**config.mk**
```make
export PLATFORM = sky130hd
export DESIGN_NAME = background_scan_ctrl
export DESIGN_NICKNAME = d
export VERILOG_FILES = /design/src/rtl/bg_scan_pkg.sv /design/src/rtl/bg_scan_fifo.sv /design/src/rtl/background_scan_ctrl.sv
export SDC_FILE = /design/constraint.sdc
export NUM_CORES = 1
export LEC_CHECK = 0
export CAP_MARGIN = 15
export CELL_PAD_IN_SITES_DETAIL_PLACEMENT = 0
export CELL_PAD_IN_SITES_GLOBAL_PLACEMENT = 1
export CORE_UTILIZATION = 40
export CTS_CLUSTER_DIAMETER = 100
export DETAILED_ROUTE_END_ITERATION = 12
export PLACE_DENSITY = 0.91
export SYNTH_ARGS = -nofsm -noshare
export SYNTH_HDL_FRONTEND = slang
export SYNTH_SLANG_ARGS = --single-unit
```
**constraint.sdc**
```tcl
create_clock -name clk -period 3.9 [get_ports clk]
set_clock_uncertainty 0.15 [all_clocks]
set_input_delay 0.585 -clock clk [delete_from_list [all_inputs] [get_ports clk]]
set_output_delay 0.585 -clock clk [all_outputs]
set_load 0.01 [all_outputs]
```
**src/rtl/bg_scan_pkg.sv**
```systemverilog
// Shared types and default geometry for the background scan sequencer.
package bg_scan_pkg;

  localparam int DEF_SRC_W  = 80;
  localparam int DEF_SRC_H  = 60;
  localparam int DEF_SCALE  = 4;
  localparam int DEF_ADDR_W = 13;

  typedef enum logic [1:0] {
    ST_IDLE  = 2'd0,
    ST_RUN   = 2'd1,
    ST_DRAIN = 2'd2
  } scan_state_t;

  typedef struct packed {
    logic [15:0] data;
    logic        sof;
    logic        eol;
  } pix_tag_t;

  localparam int PIX_TAG_W = $bits(pix_tag_t);

endpackage

```
**src/rtl/bg_scan_fifo.sv**
```systemverilog
// Two-entry synchronous FIFO carrying a pixel and its frame/line tags; reset flushes it.
module bg_scan_fifo
  import bg_scan_pkg::*;
#(
  parameter int W = PIX_TAG_W
) (
  input  logic         clk,
  input  logic         reset,
  input  logic         push,
  input  logic         pop,
  input  logic [W-1:0] din,
  output logic [W-1:0] dout,
  output logic [1:0]   count
);

  logic [W-1:0] slot0;
  logic [W-1:0] slot1;
  logic         wr_ptr;
  logic         rd_ptr;

  // The producer throttles itself on count, so push never arrives while full.
  always_ff @(posedge clk) begin
    if (reset) begin
      slot0  <= '0;
      slot1  <= '0;
      wr_ptr <= 1'b0;
      rd_ptr <= 1'b0;
      count  <= 2'd0;
    end else begin
      if (push) begin
        if (wr_ptr) slot1 <= din;
        else        slot0 <= din;
        wr_ptr <= ~wr_ptr;
      end
      if (pop) rd_ptr <= ~rd_ptr;
      case ({push, pop})
        2'b10:   count <= count + 2'd1;
        2'b01:   count <= count - 2'd1;
        default: count <= count;
      endcase
    end
  end

  assign dout = rd_ptr ? slot1 : slot0;

endmodule

```
**src/rtl/background_scan_ctrl.sv**
```systemverilog
// Walks the background memory once per frame, replicating each source pixel SCALE x SCALE.
// Define BG_SCAN_CONTINUOUS_EN to run frames back-to-back without a new start.
module background_scan_ctrl
  import bg_scan_pkg::*;
#(
  parameter int SRC_W  = DEF_SRC_W,
  parameter int SRC_H  = DEF_SRC_H,
  parameter int SCALE  = DEF_SCALE,
  parameter int ADDR_W = DEF_ADDR_W
) (
  input  logic              clk,
  input  logic              reset,
  input  logic              start,
  output logic              busy,
  output logic              done,
  output logic [ADDR_W-1:0] mem_address,
  output logic              mem_chipselect,
  input  logic [15:0]       mem_readdata,
  output logic [15:0]       pix_data,
  output logic              pix_valid,
  input  logic              pix_ready,
  output logic              pix_sof,
  output logic              pix_eol,
  output logic [1:0]        state_dbg
);

`ifdef BG_SCAN_CONTINUOUS_EN
  localparam bit CONTINUOUS = 1'b1;
`else
  localparam bit CONTINUOUS = 1'b0;
`endif

  localparam int PX_W = (SCALE > 1) ? $clog2(SCALE) : 1;
  localparam int SX_W = (SRC_W > 1) ? $clog2(SRC_W) : 1;
  localparam int SY_W = (SRC_H > 1) ? $clog2(SRC_H) : 1;
  localparam logic [PX_W-1:0] PX_MAX = PX_W'(SCALE - 1);
  localparam logic [SX_W-1:0] SX_MAX = SX_W'(SRC_W - 1);
  localparam logic [SY_W-1:0] SY_MAX = SY_W'(SRC_H - 1);

  scan_state_t       state, state_next;
  logic [PX_W-1:0]   px, py;
  logic [SX_W-1:0]   sx;
  logic [SY_W-1:0]   sy;
  logic [ADDR_W-1:0] row_base;
  logic              inflight, inflight_sof, inflight_eol;
  logic [1:0]        last_pending;
  logic              done_q;
  logic [1:0]        fifo_count;
  pix_tag_t          push_tag, head;
  logic              pop, issue, last_issue, issue_sof, issue_eol;
  logic [2:0]        occ;

  // Pixel stream: a pixel transfers in any cycle with pix_valid & pix_ready; while
  // pix_valid is high and pix_ready low, pix_data/sof/eol/valid stay unchanged.
  assign pix_valid = (fifo_count != 2'd0);
  assign pop       = pix_valid & pix_ready;
  assign pix_data  = pix_valid ? head.data : 16'd0;
  assign pix_sof   = pix_valid & head.sof;
  assign pix_eol   = pix_valid & head.eol;

  // Slots still claimed after this cycle's pop; a new read needs one free slot.
  assign occ        = {1'b0, fifo_count} + {2'b00, inflight} - {2'b00, pop};
  assign issue      = (state == ST_RUN) && (occ <= 3'd1);
  assign last_issue = issue && (px == PX_MAX) && (sx == SX_MAX) &&
                      (py == PX_MAX) && (sy == SY_MAX);
  assign issue_sof  = (px == '0) && (sx == '0) && (py == '0) && (sy == '0);
  assign issue_eol  = (px == PX_MAX) && (sx == SX_MAX);

  assign mem_chipselect = issue;
  assign mem_address    = row_base + ADDR_W'(sx);
  assign push_tag       = '{data: mem_readdata, sof: inflight_sof, eol: inflight_eol};

  assign done      = done_q;
  assign busy      = (state == ST_RUN) || ((state == ST_DRAIN) && !done_q);
  assign state_dbg = state;

  bg_scan_fifo #(.W(PIX_TAG_W)) u_fifo (
    .clk   (clk),
    .reset (reset),
    .push  (inflight),
    .pop   (pop),
    .din   (push_tag),
    .dout  (head),
    .count (fifo_count)
  );

  always_comb begin
    state_next = state;
    case (state)
      ST_IDLE:  if (start) state_next = ST_RUN;
      ST_RUN:   if (last_issue && !CONTINUOUS) state_next = ST_DRAIN;
      ST_DRAIN: if (done_q) state_next = ST_IDLE;
      default:  state_next = ST_IDLE;
    endcase
  end

  always_ff @(posedge clk) begin
    if (reset) begin
      state        <= ST_IDLE;
      px           <= '0;
      sx           <= '0;
      py           <= '0;
      sy           <= '0;
      row_base     <= '0;
      inflight     <= 1'b0;
      inflight_sof <= 1'b0;
      inflight_eol <= 1'b0;
      last_pending <= 2'd0;
      done_q       <= 1'b0;
    end else begin
      state    <= state_next;
      inflight <= issue;
      if (issue) begin
        inflight_sof <= issue_sof;
        inflight_eol <= issue_eol;
      end
      // Track how many pops remain until the frame's final pixel leaves.
      done_q <= pop && (last_pending == 2'd1);
      if (last_issue)
        last_pending <= occ[1:0] + 2'd1;
      else if (pop && (last_pending != 2'd0))
        last_pending <= last_pending - 2'd1;

      if (state == ST_IDLE) begin
        px       <= '0;
        sx       <= '0;
        py       <= '0;
        sy       <= '0;
        row_base <= '0;
      end else if (issue) begin
        if (px == PX_MAX) begin
          px <= '0;
          if (sx == SX_MAX) begin
            sx <= '0;
            if (py == PX_MAX) begin
              py <= '0;
              if (sy == SY_MAX) begin
                sy       <= '0;
                row_base <= '0;
              end else begin
                sy       <= sy + SY_W'(1);
                row_base <= row_base + ADDR_W'(SRC_W);
              end
            end else begin
              py <= py + PX_W'(1);
            end
          end else begin
            sx <= sx + SX_W'(1);
          end
        end else begin
          px <= px + PX_W'(1);
        end
      end
    end
  end

endmodule

```
==> qor.csv, run 1 <==
stage,metric,value,unit
setup_path,critical path data required time,3.16,ns
setup_path,Critical Path AT,2.97,ns
drt,First-pass DRT Iterations,8,
pwr,Leak,1.54,nW
final_layout,post-route cell area,4570,um2
logic_synthesis,Post-synth EDFFs,0,
final_layout,Ant. Diodes,0,
logic_synthesis,sequential fraction of the synthesis area,0.399,
cts,"CTS clk-pin slew, worst paths",0.07,ns
final_layout,Layout Cells excl Fill,623,
timing,Final Max Tran Viols,0,
final_layout,Nets,547,
final_layout,layout cells sized above 1,0.0777,
cts,htree depth,3,
run,Max Cap Viol,0,
pwr,PD cells,323,nW/um2
floorplan,DIE AREA,9680,um2
setup_path,"CP delay by family, top",buffers and inverters,
logic_synthesis,"area leader, netlist",dfxtp_1,
setup_path,CP Class,in2out,
placed_design,"Cell Area, Placed",4350,um2
cts,hold_buf cts,0,
floorplan,I/O pin count,57,
logic_synthesis,"count leader, synth",nand2_1,
logic_synthesis,post-synth top area share,0.399,
setup_path,CP max FO,4,
logic_synthesis,#FFs+latches synth,74,
timing,fmax,270,MHz
logic_synthesis,"Top FF cell, synth",dfxtp_1,
drt,drt drc,5,
placed_design,DP HPWL,5770,um
logic_synthesis,async set or reset register ratio after synthesis,0,
floorplan,row cnt,34,
global_routing,gr usage total,0.183,
logic_synthesis,syn_nets,495,
hold_path,Hold Path Class,reg2reg,
timing,Setup Viol. Count Final,0,
floorplan,Die Height,98.4,um
setup_path,CP endpoint kind,output port,
cts,CTS tree,done,
setup_path,WP buf/inv,4,
run_status,outcome,finished with violations,
setup_path,Setup crit start kind,primary input,
final_layout,fill count,827,
timing,post-route minimum period,3.70,ns
drt,DRT Wirelength,8570,um
floorplan,die width,98.4,um
floorplan,Core Box Area,8850,um2
cts,Clock Latency Late Sink,0.35,ns
cts,cts bufs inserted,9,
placed_design,PortBufs,56,
setup_path,CP max stage delay,0.53,ns
logic_synthesis,Yosys warnings,0,
placed_design,Placed Cells,602,
global_routing,largest net degree at the start of global routing,52,
drt,routed length per instance,13.8,um
global_routing,first-pass GRT wire length,14300,um
cts,root buf cell,clkbuf_8,
final_layout,area growth from synthesis to layout,23.1,%
global_routing,vias in the first global route,3128,
drt,vias,3280,
timing,slew margin rel.,0.459,
logic_synthesis,Synth cell types,47,
drt,vias per cell,5.26,
drt,DRT antenna net count,0,
floorplan,Initial Util,0.420,
timing,"Hold Violations, Final",0,
logic_synthesis,cell area after synthesis,3720,um2
cts,Clock Path Buffers,2,
logic_synthesis,most frequent cells after synthesis,"nand2_1 (89), dfxtp_1 (74), a21oi_1 (66)",
timing,Slew @ Worst Pin,0.811,ns
timing,"Period Utilization, post-route",0.949,
global_routing,initial antenna violation count,0,
timing,RSZ-0062 raised after global routing,no,
placed_design,RD Place Congestion,0.782,
cts,Clock Sinks,74,
logic_synthesis,cells after synthesis,458,
logic_synthesis,Synth area leaders,"dfxtp_1 (40%), nand2_1 (9.0%), a21oi_1 (8.9%)",
global_routing,GR Overflow Total,0,
pwr,VDD IR max,0.000164,V
setup_path,CP cell instances,"clkdlybuf4s50_1, nand2_1, mux2i_1, ha_1, inv_1, fa_1, ha_1, o211ai_1, inv_1, dlygate4sd2_1",
drt,DRT iter0 DRCs,152,
pwr,total power,1.48,mW
setup_path,CP max-delay cell,clkdlybuf4s50_1,
logic_synthesis,"Avg Cell Area, Syn",8.11,um2
run_status,failing checks,DRC,
path summary, 6_finish.rpt:
kind,startpoint,endpoint,slack [ns],cells after the start
max,pix_ready,mem_chipselect,0.20,10
min,u_fifo.slot1[5],u_fifo.slot1[5],0.31,2
max reg2reg,u_fifo.count[1],last_pending[0],0.57,10
min reg2reg,u_fifo.slot1[5],u_fifo.slot1[5],0.31,2
registers in the layout (all words and copies together), names as in the netlist, 6 cells and up:
| name | count |
|---|---|
| u_fifo.slot0 | 18 |
| sx | 7 |
| sy | 6 |
| u_fifo.slot1 | 18 |
| row_base | 9 |
metal layers:
| layer | track usage | up-vias | wire (um) |
|---|---|---|---|
| met3 | 0.0387 | 6 | 336 |
| met1 | 0.217 | 1544 | 3850 |
| li1 | - | 1674 | - |
| met2 | 0.329 | 56 | 4310 |
| met5 | 0 | - | 0 |
| met4 | 0.0551 | 0 | 72 |
cell usage in the layout (no fill, tap or decap), types with 2 or more instances in the layout:
master	Yosys	layout
a21o_1	2	2
nand3b_1	2	2
or2_2	2	2
clkdlybuf4s50_1	0	54
xor2_1	4	4
and4_1	2	2
nand4b_1	2	2
clkinvlp_4	0	2
nor2b_1	4	4
xnor2_1	8	8
nand4_1	9	9
mux2i_1	21	21
dfxtp_1	74	74
or4_1	6	6
o21a_1	2	2
nand2b_1	3	3
a21oi_1	66	66
ha_1	16	16
buf_4	2	16
clkbuf_8	0	11
o2111ai_1	2	2
nor3b_1	4	4
o21ai_0	19	19
inv_1	16	16
or3_1	14	14
nor2_1	34	34
nand2_1	89	89
mux2_2	2	2
nor4_1	2	2
o31ai_1	6	6
cells by family (layout without fill, tap and decap cells):
group | count (synthesis) | after routing | share of synthesized area
AND/OR/NAND/NOR | 180 | 180 | 0.230
AO/OA/AOI/OAI | 104 | 104 | 0.160
flip-flops | 74 | 74 | 0.399
buffers and inverters | 47 | 104 | 0.0539
multiplexers | 23 | 23 | 0.0626
adder cells (fa/ha/maj) | 17 | 17 | 0.0593
XOR/XNOR | 13 | 13 | 0.0357
timing repair:
action	4_1_cts	5_1_grt
buffers inserted	5	0
resized for setup	1	0
endpoints found under the setup margin	1	0
endpoints found under the hold margin	0	0
where the power goes:
group / switching [mW] / total [mW] / leakage, nW / internal, mW
combinational: 0.0746 / 0.136 / 0.854 / 0.0610
sequential: 0.0111 / 0.781 / 0.598 / 0.770
clock: 0.294 / 0.562 / 0.0919 / 0.268
stage by stage:
step	utilization	hold WS (ns)	TNS (ns)	worst slack, ns
final	0.517	0.306	0	0.197
after global routing	0.517	0.325	0	0.0125
after CTS	0.517	0.306	0	0.166
after detailed placement	0.492	0.296	-0.0256	-0.0256
after global placement	0.492	0.292	0	0.0180
after floorplan	-	0.286	0	0.724
worst register-to-register path, cell delays in order, from the launching register on:
cell and delay [ns]:
dfxtp_1 0.57, nand2_1 0.13, mux2i_1 0.23, ha_1 0.18, inv_1 0.05, fa_1 0.50, ha_1 0.18, buf_4 0.14
o2111ai_4 0.30, nor3_2 0.42, mux2_2 0.38
final cells by class:
cell class / count / area, um2 / area share
clock buffers: 11 / 151 / 0.0331
clock inverters: 5 / 37.5 / 0.00821
inverters: 16 / 60.1 / 0.0131
multi-input cells: 337 / 2030 / 0.445
flip-flops and latches: 74 / 1480 / 0.324
well taps: 108 / 135 / 0.0295
repair buffers: 72 / 674 / 0.147
Power figures use the tool's default switching activity.
==> run 2: changes to the inputs <==
Settings changed: CELL_PAD_IN_SITES_GLOBAL_PLACEMENT 1 to 2, CORE_ASPECT_RATIO from default to 0.6, CORE_UTILIZATION 40 to 32.
==> run 2 against run 1 <==
  * The flow now finishes without violations
  * Highest routed layer unchanged
  * Clock power increased by 63%
  * Final cell count increased by 8.3%
  * Largest cell class unchanged
  * Setup slack got worse by 0.025 ns
  * Non-clock buffer count unchanged
  * Global-route usage decreased by 2.4 points
  * Sequential cell count unchanged
  * Routed wire length increased by 4.9%
==> qor.csv, run 2 (synthesized netlist as in run 1, its figures left out) <==
stage,metric,value,unit,change
run_status,outcome,finished clean,,was finished with violations
global_routing,gr usage total,0.159,,was 0.183
global_routing,largest net degree at the start of global routing,52,,unchanged
final_layout,fill count,1101,,was 827
setup_path,"CP delay by family, top",adder cells,,was buffers and inverters
pwr,Leak,1.60,nW,was 1.54 nW
pwr,clock network fraction of design power,0.499,,was 0.380
pwr,Comb power frac,0.075,,was 0.092
drt,First-pass DRT Iterations,4,,was 8
drt,DRT Wirelength,8990,um,was 8570 um
setup_path,CP cell instances,"clkdlybuf4s50_1, nand2_1, mux2i_2, ha_2, inv_1, fa_1, ha_2, o211ai_1, inv_1, clkdlybuf4s15_1",,"was clkdlybuf4s50_1, nand2_1, mux2i_1, ha_1, inv_1, fa_1, ha_1, o211ai_1, inv_1, dlygate4sd2_1"
placed_design,"Cell Area, Placed",4440,um2,was 4350 um2
cts,"CTS clk-pin slew, worst paths",0.06,ns,was 0.07 ns
timing,fmax,268,MHz,was 270 MHz
timing,RSZ-0062 raised after global routing,no,,unchanged
final_layout,"most common cell after layout, fill and taps aside",nand2_1,,unchanged
final_layout,most frequent cells in the layout,"nand2_1 (89), dfxtp_1 (74), a21oi_1 (66), clkdlybuf4s50_1 (54), nor2_1 (34)",,unchanged
floorplan,Initial Util,0.329,,was 0.420
setup_path,WP buf/inv,4,,unchanged
floorplan,Core Box Area,11300,um2,was 8850 um2
timing,Final Max Tran Viols,0,,unchanged
drt,routed length per instance,13.3,um,was 13.8 um
cts,htree depth,3,,unchanged
timing,post-route minimum period,3.73,ns,was 3.70 ns
floorplan,row cnt,30,,was 34
final_layout,area growth from synthesis to layout,29.2,%,was 23.1%
setup_path,CP max FO,2,,was 4
final_layout,Nets,547,,unchanged
cts,Clock Latency Late Sink,0.33,ns,was 0.35 ns
hold_path,Hold Path Origin,u_fifo.slot0[1],,was u_fifo.slot1[5]
placed_design,DP HPWL,6400,um,was 5770 um
pwr,total power,1.84,mW,was 1.48 mW
cts,CTS tree,done,,unchanged
timing,"Period Utilization, post-route",0.956,,was 0.949
setup_path,Setup crit start kind,primary input,,unchanged
hold_path,cell count of the worst hold path,2,,unchanged
setup_path,Worst R2R Start,u_fifo.count[0],,was u_fifo.count[1]
floorplan,I/O pin count,57,,unchanged
global_routing,first-pass GRT wire length,15000,um,was 14300 um
drt,DRT antenna net count,0,,unchanged
final_layout,Ant. Diodes,0,,unchanged
timing,Slew @ Worst Pin,0.813,ns,was 0.811 ns
drt,vias,3269,,was 3280
floorplan,DIE AREA,12100,um2,was 9680 um2
drt,vias per cell,4.84,,was 5.26
placed_design,PortBufs,56,,unchanged
setup_path,CP endpoint kind,output port,,unchanged
global_routing,GR Overflow Total,0,,unchanged
hold_path,Hold Path Class,reg2reg,,unchanged
final_layout,top flop regs,"u_fifo.slot0: 18 flops, u_fifo.slot1: 18 flops, row_base: 9 flops",,unchanged
final_layout,post-route cell area,4800,um2,was 4570 um2
setup_path,CP Class,in2out,,unchanged
global_routing,initial antenna violation count,0,,unchanged
drt,drt drc,0,,was 5
timing,"Hold Violations, Final",0,,unchanged
setup_path,CP max-delay cell,clkdlybuf4s50_1,,unchanged
setup_path,CP max stage delay,0.49,ns,was 0.53 ns
setup_path,Critical Path AT,2.99,ns,was 2.97 ns
hold_path,Worst Hold End,u_fifo.slot0[1],,was u_fifo.slot1[5]
floorplan,Die Height,85.5,um,was 98.4 um
pwr,switching portion of total power,0.214,,was 0.257
setup_path,cell count along the critical path,10,,unchanged
setup_path,Worst R2R Path Depth,10,,unchanged
global_routing,vias in the first global route,3050,,was 3128
pwr,VDD IR max,0.000188,V,was 0.000164 V
setup_path,Reg2Reg Setup Slack,0.82,ns,was 0.57 ns
pwr,part of the power in registers,0.426,,was 0.528
timing,Setup Viol. Count Final,0,,unchanged
cts,Clock Sinks,74,,unchanged
setup_path,critical path data required time,3.16,ns,about the same
timing,setup TNS,0,ns,unchanged
setup_path,Worst R2R End,last_pending[1],,was last_pending[0]
cts,cts bufs inserted,9,,unchanged
pwr,internal power,1.44,mW,was 1.10 mW
cts,Clock Path Buffers,2,,unchanged
drt,DRT iter0 DRCs,179,,was 152
cts,root buf cell,clkbuf_16,,was clkbuf_8
run,Max Cap Viol,0,,unchanged
pwr,P_sw,0.393,mW,was 0.380 mW
placed_design,RD Place Congestion,0.753,,was 0.782
floorplan,die width,141,um,was 98.4 um
pwr,PD cells,383,nW/um2,was 323 nW/um2
final_layout,layout cells sized above 1,0.0835,,was 0.0777
timing,slew margin rel.,0.458,,was 0.459
## run 2: changes by cell type in the layout (fill, tap and decap cells not counted), moves of 2 or more
| cell | change |
|---|---|
| ha_2 | +2 |
| ha_1 | -2 |
| clkbuf_16 | +9 |
| bufinv_16 | +2 |
| clkbuf_8 | -8 |
## run 2: how the worst max path moves through the flow
stage                          from              to
after floorplan           pix_ready  mem_chipselect
after global placement    pix_ready  mem_chipselect
after detailed placement  pix_ready  mem_chipselect
after CTS                 pix_ready  mem_chipselect
after global routing      pix_ready  mem_chipselect
final                     pix_ready  mem_chipselect
## run 2: metrics by stage
step	hold slack [ns]	util	setup WS (ns)	instances
6_report	0.304	0.425	0.172	675
4_1_cts	0.304	0.423	0.128	674
2_1_floorplan	0.286	-	0.724	458
3_5_place_dp	0.296	0.393	-0.0884	657
3_3_place_gp	0.291	0.393	-0.0184	657
5_1_grt	0.319	0.425	0.0373	675
## run 2: worst min-delay path, stage by stage (launching register included)
cell and delay [ns]:
dfxtp_1 0.30, nand2_1 0.05, a21oi_1 0.05
## run 2: power by group through the flow
| stage | Sequential, mW | Clock [mW] | Combinational [mW] |
|---|---|---|---|
| after floorplan | 0.796 | 0 | 0.0760 |
| after global placement | 0.798 | 0 | 0.135 |
| after detailed placement | 0.798 | 0 | 0.137 |
| after CTS | 0.782 | 0.936 | 0.138 |
| after global routing | 0.784 | 0.979 | 0.152 |
| final | 0.782 | 0.916 | 0.138 |
## run 2: metal layers
metal | GRT usage | up-vias | share of wire
met5 | 0 | - | 0
met4 | 0.0385 | 0 | 0.0091
met3 | 0.0423 | 12 | 0.044
met2 | 0.227 | 60 | 0.42
met1 | 0.233 | 1517 | 0.53
li1 | - | 1680 | -
## run 2: layout make-up
class	instances	area, um2	area share
Multi-Input combinational cell	337	2040	0.426
Sequential cell	74	1480	0.309
Timing Repair Buffer	72	676	0.141
Clock buffer	12	267	0.0555
Tap cell	160	200	0.0417
Clock inverter	4	72.6	0.0151
Inverter	16	60.1	0.0125
## run 2: repair_timing
item	in CTS	in global routing
hold buffers	0	0
endpoints found under the setup margin	1	1
setup buffers	1	1
resized for setup	1	4
hold endpoints to repair	0	0
pin swaps	1	1
==> variant 1: new RTL, config.mk and constraints of run 2 <==
Set the package constant `DEF_SCALE` to 8 (it was 4).
--- a/src/rtl/bg_scan_pkg.sv
+++ b/src/rtl/bg_scan_pkg.sv
@@ -5,3 +5,3 @@
   localparam int DEF_SRC_H  = 60;
-  localparam int DEF_SCALE  = 4;
+  localparam int DEF_SCALE  = 8;
   localparam int DEF_ADDR_W = 13;
Formal check against the unedited RTL: not equivalent (a bounded check fails within 10 cycles, from zero or initial values and one cycle with reset high).
==> variant 1 against run 2 <==
  * Setup slack improved by 0.054 ns
  * Worst hold slack lost 0.0015 ns
  * First-iteration DRC count grew 2.2%
  * Highest routed layer unchanged
  * Sequential cell count rose by 2
  * Die area up 0.16%
  * Combinational power rose by 30%
  * Clock power increased by 12%
  * Synthesized area up 0.17%
  * Wire length shrank 2.8%
  * Final area grew 0.99%
  * Total power increased by 9.9%
  * Non-clock buffer count up 1
  * Critical path depth rose by 1
==> variant 1: results (changes against run 2) <==
- The run finished with clean final reports.
- The share of the synthesized area in compound gates (AO/OA/AOI/OAI) is 0.106 (-0.0537).
- The number of antenna violations at the first check in global routing is 0 (unchanged).
- The pin count of the biggest net entering global routing came to 49 (-5.8%).
- The synthesized netlist net count is 506 (+2.2%).
- The routed wire length came to 8740 um (-2.8%).
- The wire length of the first global-routing pass was 14700 um (-2.0%).
- The layout filler cell count is 1119 (+1.6%).
- The DRC marker count from the first detailed-route iteration is 183 (+2.2%).
- The number of post-CTS setup repair buffers is 0 (-1).
- The number of resized instances in the post-cts repair step is 4 (+3).
- The clock transition time at the flip-flop clock pins of the worst setup and hold paths is 0.06 ns (about the same).
- The count of distinct cell types in the synthesized netlist is 42 (-11%).
- The multiplexer fraction of the synthesized cell area is 0.0703 (+0.00763).
- The adder-cell share of the synthesized area came to 0.0659 (+0.00662).
- The peak supply drop is 0.259 mV (+37%).
- Counting instances in the post-synthesis netlist gives the leading cell types as 96 x nand2_1, 76 x dfxtp_1, 60 x a21oi_1, 52 x nor2_1, 25 x mux2i_1.
- The number of global-route vias before repair is 3010 (-1.3%).
- The number of buffers inserted during clock tree synthesis came to 9 (unchanged).
- The remaining max-slew budget at the tightest pin is 0.435 (-0.0226).
- Sorting the synthesized cells by area gives the leading types as dfxtp_1 41%, nand2_1 9.7%, a21oi_1 8.1%.
- The overall global routing resource usage came to 0.156 (-0.00243).
- The sequential share of the synthesized area is 0.409 (+0.0101).
- The static leakage is 1.68 nW (+4.8%).
- The detailed placer's ending HPWL is 6000 um (-6.2%).
- The worst endpoint data arrival time is 2.94 ns (-0.05 ns).
- The class of the most critical hold timing path is reg2reg.
- The total number of nets in the final design is 558 (+2.0%).
- The xor/xnor cell area share of the yosys netlist was 0.0494 (+0.0137).
- The fraction of final layout cells with drive strength greater than 1 is 0.0782 (-0.00525).
- The global placement routability congestion is 0.744 (-1.2%).
- The count of vias placed by the detailed router came to 3185 (-2.6%).
==> variant 1: changes by cell type after synthesis, sizes merged, moves of 8 or more <==
cell / change
nand3: +10
nand2: +8
nor2: +18
o21ai: -12
or3: -8
==> variant 1: layout make-up <==
type | count | share of cell area
tap | 160 | 0.0413
sequential | 76 | 0.314
multi-input combinational | 341 | 0.413
clock inverter | 6 | 0.0279
timing repair buffer | 73 | 0.141
clock buffer | 10 | 0.0493
inverter | 18 | 0.0139
==> variant 1: per-stage QoR <==
step                      std cells  worst slack, ns  TNS [ns]  instance area (um^2)
final                           684            0.226         0                  4850
after floorplan                 467            0.706         0                  3720
after detailed placement        668           -0.127    -0.143                  4450
after global routing            684           0.0930         0                  4850
after CTS                       684            0.203         0                  4850
after global placement          668           -0.132    -0.132                  4450
==> variant 1: final timing paths <==
path	startpoint	end	slack, ns	cells after the start
max	pix_ready	mem_chipselect	0.23	11
min	u_fifo.slot1[13]	u_fifo.slot1[13]	0.30	2
max reg2reg	u_fifo.count[1]	row_base[12]	0.67	13
min reg2reg	u_fifo.slot1[13]	u_fifo.slot1[13]	0.30	2
==> variant 1: worst max-delay path, stage by stage <==
cell             delay (ns)
clkdlybuf4s50_1        0.48
o21ai_0                0.11
nor2_1                 0.14
a21o_1                 0.13
ha_1                   0.14
inv_1                  0.04
fa_1                   0.45
ha_1                   0.23
o2111ai_4              0.27
inv_2                  0.07
dlygate4sd2_1          0.29
==> variant 1: report_power, final <==
| group | internal, W | switching, W | total [W] |
|---|---|---|---|
| logic | 0.0000770 | 0.000102 | 0.000179 |
| clock network | 0.000707 | 0.000323 | 0.00103 |
| registers | 0.000794 | 0.0000147 | 0.000809 |
| total | 0.00158 | 0.000440 | 0.00202 |
==> variant 1: cell families (layout without fill, tap and decap cells) <==
group                    after synthesis  after routing
multiplexers                          26             26
flip-flops                            76             76
adder cells (fa/ha/maj)               19             19
buffers and inverters                 50            107
XOR/XNOR                              21             21
AND/OR/NAND/NOR                      200            200
AO/OA/AOI/OAI                         75             75
==> variant 1: routing by layer <==
metal / track usage / routed length (um) / part of all wire / vias to the layer above
li1: - / - / - / 1649
met1: 0.217 / 4620 / 0.53 / 1461
met2: 0.233 / 3590 / 0.41 / 68
met3: 0.0480 / 452 / 0.052 / 7
met4: 0.0445 / 72 / 0.0082 / 0
met5: 0 / 0 / 0 / -
==> variant 2: new RTL, settings of run 2 <==
Without the edit above. Put one more register stage on the output `state_dbg`, cleared by the reset. The value now appears one clock later. The other outputs are not delayed to match.
--- a/src/rtl/background_scan_ctrl.sv
+++ b/src/rtl/background_scan_ctrl.sv
@@ -74,3 +74,9 @@
   assign busy      = (state == ST_RUN) || ((state == ST_DRAIN) && !done_q);
-  assign state_dbg = state;
+  always_ff @(posedge clk) begin
+    if (reset) begin
+      state_dbg <= '0;
+    end else begin
+      state_dbg <= state;
+    end
+  end
 
Formal check against the unedited RTL: not equivalent (Yosys sat finds a counterexample within 4 cycles, from zero or initial values and one cycle with reset high).
==> variant 2 against run 2 <==
  * Critical path depth grew 1
  * Total power down 6.5%
  * First-iteration DRC count shrank 15%
  * Final area decreased by 2.6%
  * Synthesized area shrank 0.30%
  * Worst hold slack worse by 0.0015 ns
  * Sequential cell count increased by 2
  * Wire length fell by 6.7%
  * Combinational power is 7% higher
  * Sequential share of layout area is 1.7 points higher
  * Via count fell by 6.2%
  * Setup slack better by 0.22 ns
  * Critical path type unchanged
  * Largest cell class unchanged
==> variant 2: results (changes against run 2) <==
- The multi-input logic cell count came to 327 (-3.0%).
- The fraction of area in multi-input gates is 0.416 (-0.00971).
- The remaining max-slew budget at the tightest pin is 0.403 (-0.0549).
- The shortest period the worst path allows was 3.51 ns (-0.217 ns).
- The run finished with clean final reports.
- The total design power is 0.00172 W (-6.5%).
- The ratio of total power to cell area is 367 mW/mm^2 (-4.1%).
- The post-placement cell area came to 0.00440 mm^2 (-0.93%).
- The number of global-route vias before repair is 2797 (-8.3%).
- The peak supply drop was 0.214 mV (+13%).
- The routed wire length is 8390 um (-6.7%).
- The number of signal-net inverters in the final layout came to 20 (+4).
- The detailed placer's ending HPWL was 5820 um (-9.1%).
- The count of vias placed by the detailed router is 3066 (-6.2%).
- The adder-cell share of the synthesized area was 0.0594 (+0.000180).
- The worst setup slack after placement came to -0.0177 ns (+0.0707 ns).
- The post-synthesis sequential element count is 76 (+2.7%).
- The met1 wire length is 4480 um (-5.7%).
- The largest fanout on the critical path came to 3 (+1).
- The power share of the sequential group is 0.470 (+0.044).
- The routed length on met2 is 3480 um (-7.3%).
- The fraction of final layout cells with drive strength greater than 1 is 0.0651 (-0.0184).
- The wire length of the first global-routing pass is 13800 um (-8.1%).
- The synthesized instance count is 454 (-0.87%).
- The number of instances in the placed design is 650 (-1.1%).
- The multiplexer fraction of the synthesized cell area was 0.0625 (-0.000147).
- The number of resized instances in the post-cts repair step is 0 (-1).
- The met3 layer wire length in the routed design is 354 um (-11%).
- The synthesized netlist net count was 491 (-0.81%).
- The layout filler cell count is 1145 (+4.0%).
- The layout buffering overhead excluding clock cells is 0.141 (+0.000480).
- The clock network contribution to total cell area came to 0.0581 (-0.0126).
- The total internal power is 0.00131 W (-9.6%).
- The global placement routability congestion is 0.747 (-0.84%).
- The share of cell area taken by flip-flops and latches is 0.325 (+0.0167).
- The worst reg2reg path depth is 13 (+3).
==> variant 2: worst max-delay path: stages <==
cell	delay (ns)
clkdlybuf4s50_1	0.44
and3_1	0.21
a21o_1	0.18
ha_1	0.18
inv_1	0.06
fa_1	0.42
ha_1	0.19
o211ai_1	0.15
buf_4	0.15
inv_4	0.04
dlymetal6s2s_1	0.16
==> variant 2: worst min-delay path by stage <==
stage / slack [ns] / from / endpoint
finish: 0.30 / u_fifo.slot1[15] / u_fifo.slot1[15]
global route: 0.33 / u_fifo.slot1[13] / u_fifo.slot1[13]
CTS: 0.30 / u_fifo.slot0[12] / u_fifo.slot0[12]
detailed placement: 0.30 / u_fifo.slot0[12] / u_fifo.slot0[12]
global placement: 0.29 / u_fifo.slot0[6] / u_fifo.slot0[6]
floorplan: 0.29 / u_fifo.slot0[0] / u_fifo.slot0[0]
